`config.mk`:
```
export PLATFORM = sky130hd
export DESIGN_NAME = bus_arbiter
export DESIGN_NICKNAME = d
export VERILOG_FILES = /design/src/rtl/bus_arbiter.sv
export SDC_FILE = /design/constraint.sdc
export NUM_CORES = 1
export LEC_CHECK = 0
export CAP_MARGIN = 20
export CORE_AREA = 4 4 79 44
export DETAILED_ROUTE_END_ITERATION = 7
export DIE_AREA = 0 0 83 48
export PLACE_DENSITY = 0.78
export SLEW_MARGIN = 30
export SYNTH_ARGS = -nofsm -noshare
export SYNTH_HDL_FRONTEND = slang
export SYNTH_SLANG_ARGS = --single-unit
```
`constraint.sdc`:
```
create_clock -name clk_i -period 2 [get_ports clk_i]
set_input_delay 0.4 -clock clk_i [delete_from_list [all_inputs] [get_ports clk_i]]
set_output_delay 0.4 -clock clk_i [all_outputs]
set_load 0.02 [all_outputs]
```
`src/rtl/bus_arbiter.sv`:
```
// Two-master round-robin arbiter for the internal 8-bit strobe/ack slave bus.
// Optional transaction timeout is built only when BUS_ARB_TIMEOUT_EN is defined.
module bus_arbiter #(
    parameter int TIMEOUT_CYCLES = 16
) (
    input  logic       clk_i,
    input  logic       rst_i,
    input  logic       m0_stb_i,
    input  logic       m0_we_i,
    input  logic [7:0] m0_adr_i,
    input  logic [7:0] m0_dat_i,
    output logic [7:0] m0_dat_o,
    output logic       m0_ack_o,
    output logic       m0_err_o,
    input  logic       m1_stb_i,
    input  logic       m1_we_i,
    input  logic [7:0] m1_adr_i,
    input  logic [7:0] m1_dat_i,
    output logic [7:0] m1_dat_o,
    output logic       m1_ack_o,
    output logic       m1_err_o,
    output logic       s_stb_o,
    output logic       s_we_o,
    output logic [7:0] s_adr_o,
    output logic [7:0] s_dat_o,
    input  logic [7:0] s_dat_i,
    input  logic       s_ack_i,
    output logic [1:0] gnt_o
);

    // Handshake: a master holds stb (and we/adr/dat stable) until it sees ack or err;
    // a transfer completes in the cycle where the granted stb and s_ack_i are both high.

    // Encodings double as the one-hot grant, so gnt_o is the visible FSM state.
    typedef enum logic [1:0] {
        IDLE = 2'b00,
        GNT0 = 2'b01,
        GNT1 = 2'b10
    } state_t;

    state_t state_q, state_d;
    logic   last_q, last_d;
    logic   tmo_hit;

    if (TIMEOUT_CYCLES < 2 || TIMEOUT_CYCLES > 255) begin : g_bad_timeout
        $error("bus_arbiter: TIMEOUT_CYCLES out of range 2..255");
    end

`ifdef BUS_ARB_TIMEOUT_EN
    logic [7:0] cnt_q;

    always_ff @(posedge clk_i) begin
        if (rst_i || state_q == IDLE) begin
            cnt_q <= 8'd0;
        end else if (!s_ack_i) begin
            cnt_q <= cnt_q + 8'd1;
        end
    end

    // Ack in the same cycle wins over the timeout.
    assign tmo_hit = (state_q != IDLE) && (cnt_q == 8'(TIMEOUT_CYCLES - 1)) && !s_ack_i;
`else
    assign tmo_hit = 1'b0;
`endif

    always_ff @(posedge clk_i) begin
        if (rst_i) begin
            state_q <= IDLE;
            last_q  <= 1'b1;
        end else begin
            state_q <= state_d;
            last_q  <= last_d;
        end
    end

    always_comb begin
        state_d  = state_q;
        last_d   = last_q;
        s_stb_o  = 1'b0;
        s_we_o   = 1'b0;
        s_adr_o  = 8'h00;
        s_dat_o  = 8'h00;
        m0_ack_o = 1'b0;
        m0_err_o = 1'b0;
        m0_dat_o = 8'h00;
        m1_ack_o = 1'b0;
        m1_err_o = 1'b0;
        m1_dat_o = 8'h00;

        case (state_q)
            IDLE: begin
                if (m0_stb_i && m1_stb_i) begin
                    state_d = last_q ? GNT0 : GNT1;
                end else if (m0_stb_i) begin
                    state_d = GNT0;
                end else if (m1_stb_i) begin
                    state_d = GNT1;
                end
            end

            GNT0: begin
                s_stb_o  = m0_stb_i && !tmo_hit;
                s_we_o   = m0_we_i;
                s_adr_o  = m0_adr_i;
                s_dat_o  = m0_dat_i;
                m0_ack_o = s_ack_i && m0_stb_i;
                m0_err_o = tmo_hit && m0_stb_i;
                m0_dat_o = s_dat_i;
                if (s_ack_i && m0_stb_i) begin
                    state_d = IDLE;
                    last_d  = 1'b0;
                end else if (!m0_stb_i) begin
                    state_d = IDLE;
                end else if (tmo_hit) begin
                    state_d = IDLE;
                    last_d  = 1'b0;
                end
            end

            GNT1: begin
                s_stb_o  = m1_stb_i && !tmo_hit;
                s_we_o   = m1_we_i;
                s_adr_o  = m1_adr_i;
                s_dat_o  = m1_dat_i;
                m1_ack_o = s_ack_i && m1_stb_i;
                m1_err_o = tmo_hit && m1_stb_i;
                m1_dat_o = s_dat_i;
                if (s_ack_i && m1_stb_i) begin
                    state_d = IDLE;
                    last_d  = 1'b1;
                end else if (!m1_stb_i) begin
                    state_d = IDLE;
                end else if (tmo_hit) begin
                    state_d = IDLE;
                    last_d  = 1'b1;
                end
            end

            default: begin
                state_d = IDLE;
            end
        endcase
    end

    assign gnt_o = state_q;

endmodule

```
==> flow_summary.json <==
{
  "drtIter0Drc": 8,
  "status": "complete, no violations",
  "cts-root-buf": "clkbuf_8",
  "syn_to_final_growth_pct": 150,
  "drive_gt1_frac": 0.226,
  "drtAntennaViolNets": 0,
  "synth_cells": 93,
  "clock_sinks": 3,
  "yosysWarnings": 0,
  "dieArea_um2": 3980,
  "wl_per_cell_um": 13.8,
  "worst_clock_skew_ns": 0.00678,
  "grt_overflow_total": 0,
  "io_pins": 87,
  "crit_slowest_cell": "dfxtp_2",
  "drv_cap": 0,
  "synth_top_area_frac": 0.210,
  "drv_slew": 0,
  "post-dp-hpwl_um": 2580,
  "final_cells": 226,
  "diodes": 0,
  "timing.final.crit_period_ns": 1.93,
  "drc_errors": 0,
  "die_h_um": 48,
  "synth_top_family_by_area": "simple AND/OR/NAND/NOR gates",
  "crit_fanout": 16,
  "ys_ff_latch": 3,
  "first_global_vias": 964,
  "synthMuxAreaShare": 0.0461,
  "synthSimpleGateAreaFrac": 0.397,
  "fin_util": 0.597,
  "seq_area_frac_synth": 0.0886,
  "start_util": 0.239,
  "required_ns": 1.60,
  "htreeDepth": 1,
  "critPathMaxStageDelay_ns": 0.35,
  "fmax_mhz": 518,
  "path_delay_family": "buffers and inverters",
  "hold_buffers": 0,
  "postCtsSetupBuffers": 0,
  "ir_drop_mv": 0.302,
  "synth_adder_area_share": 0.0923,
  "grt_first_pass_wirelength_um": 4440,
  "dpl.cell_count": 222,
  "leakage_nw": 0.735,
  "nets": 239,
  "critPathKind": "reg -> out",
  "clk_pin_slew_ns": 0.04,
  "hp-class": "reg -> reg",
  "power_per_cell_area_nw_per_um2": 459,
  "cts_buffers": 3,
  "vias_per_cell": 4.49,
  "worstPathCellList": "inv_2 -> ha_2 -> buf_12 -> a22oi_1 -> nor2b_1 -> clkdlybuf4s15_2",
  "synth_compound_area_frac": 0.264,
  "worst-path-buf-inv": 3,
  "dr.pass1.iters": 3,
  "finalSetupViolations": 0,
  "cts_resized": 77,
  "port_buffers": 84,
  "grt_max_degree": 26,
  "avgSynthCellArea_um2": 7.29,
  "clock_latency_ns": 0.22,
  "core_um2": 2840,
  "fill_cells": 251,
  "hold_violations": 0,
  "cp-end-kind": "output pin",
  "yosysTopAreaCell": "a22oi_1",
  "syn_area_um2": 678,
  "min_period_over_period": 0.964,
  "drt_wl_total_um": 3130,
  "start_kind": "register",
  "netlist-cell-type-count": 22,
  "cts_tree": "built",
  "die_w_um": 83,
  "clockBufferDepth": 2,
  "synth_xor_area_frac": 0,
  "rows": 14,
  "gp_congestion": 0.757,
  "synth_area_leaders": "a22oi_1, nor2b_1, and2_1, ha_1, dfxtp_1",
  "grt_use_total": 0.141,
  "antenna_found_initial": 0,
  "vias": 1015,
  "cp.arrival_ns": 1.53
}
==> cell usage in the layout (no fill, tap or decap), types with 2 or more instances in the layout <==
master,Yosys,layout
and3_1,2,2
ha_1,5,2
dlygate4sd2_1,0,18
dfxtp_2,0,2
conb_1,1,2
buf_2,4,4
clkbuf_8,0,3
nand2_1,2,2
buf_4,2,10
buf_12,0,3
nor2b_1,20,20
a22oi_1,19,19
inv_1,5,4
clkdlybuf4s50_1,0,48
and2_1,17,17
clkdlybuf4s15_2,0,14
mux2i_1,2,2
ha_2,0,2
==> routing by layer <==
layer,part of all wire,GRT usage
met5,0,0
met4,0.024,0.0912
met3,0.082,0.0447
met2,0.48,0.264
met1,0.41,0.149
==> report_power, final <==
| part | switching [mW] | internal [mW] | total [mW] | leakage (nW) |
|---|---|---|---|---|
| logic | 0.230 | 0.290 | 0.520 | 0.687 |
| clock network | 0.0448 | 0.136 | 0.181 | 0.0228 |
| registers | 0.00667 | 0.0685 | 0.0752 | 0.0254 |
==> area by class of cell <==
cell class              instances  area, um2  area share
clock buffers                   4       45.0      0.0266
inverters                       5       18.8      0.0111
multi-input cells              77        567       0.335
flip-flops and latches          3       62.6      0.0369
well taps                      40       50.0      0.0295
repair buffers                 97        951       0.561
==> logic make-up after synthesis <==
group,after synthesis
compound gates,23
buf+inv,14
flops,3
simple gates,44
other cells,1
fa+ha+maj,5
mux,3
==> final timing paths <==
kind,from,end,slack [ns],cells past startpoint
max,gnt_o[0]$_SDFFE_PP0P_,s_dat_o[3],0.07,6
min,gnt_o[1]$_SDFFE_PP0P_,gnt_o[1]$_SDFFE_PP0P_,0.61,3
max reg2reg,gnt_o[1]$_SDFFE_PP0P_,last_q$_SDFFE_PP1P_,0.44,5
min reg2reg,gnt_o[1]$_SDFFE_PP0P_,gnt_o[1]$_SDFFE_PP0P_,0.61,3
==> worst reg2reg max path, cell delays in order (launching register included) <==
cell     delay (ns)
dfxtp_2        0.35
buf_4          0.12
ha_4           0.17
buf_4          0.13
mux2_2         0.34
a311o_1        0.35
==> through the flow <==
stage	hold WS, ns	setup TNS [ns]	power (mW)	setup slack, ns	instance area (um2)
after floorplan	0.506	0	0.324	0.0641	682
after global placement	0.607	-1.06	0.602	-0.134	1650
after detailed placement	0.625	-2.06	0.620	-0.168	1650
after CTS	0.626	0	0.787	0.00254	1720
after global routing	0.640	-0.00657	0.824	-0.00657	1690
final	0.614	0	0.777	0.0711	1690
==> cells in the mapped netlist, drive strengths merged <==
cell     number
mux2          1
nor2b        20
nand3b        1
nor2          1
and2         17
nand2b        1
clkbuf        2
mux2i         2
conb          1
and3          2
dfxtp         3
a22oi        19
a31oi         1
buf           7
nand2         2
ha            5
a311o         1
o21ai         1
inv           5
a2bb2oi       1
==> state kept, by name, summed over array words and instances, names as in the netlist <==
name / cells
last_q: 1
gnt_o: 2
(Power assumes the default switching activity.)
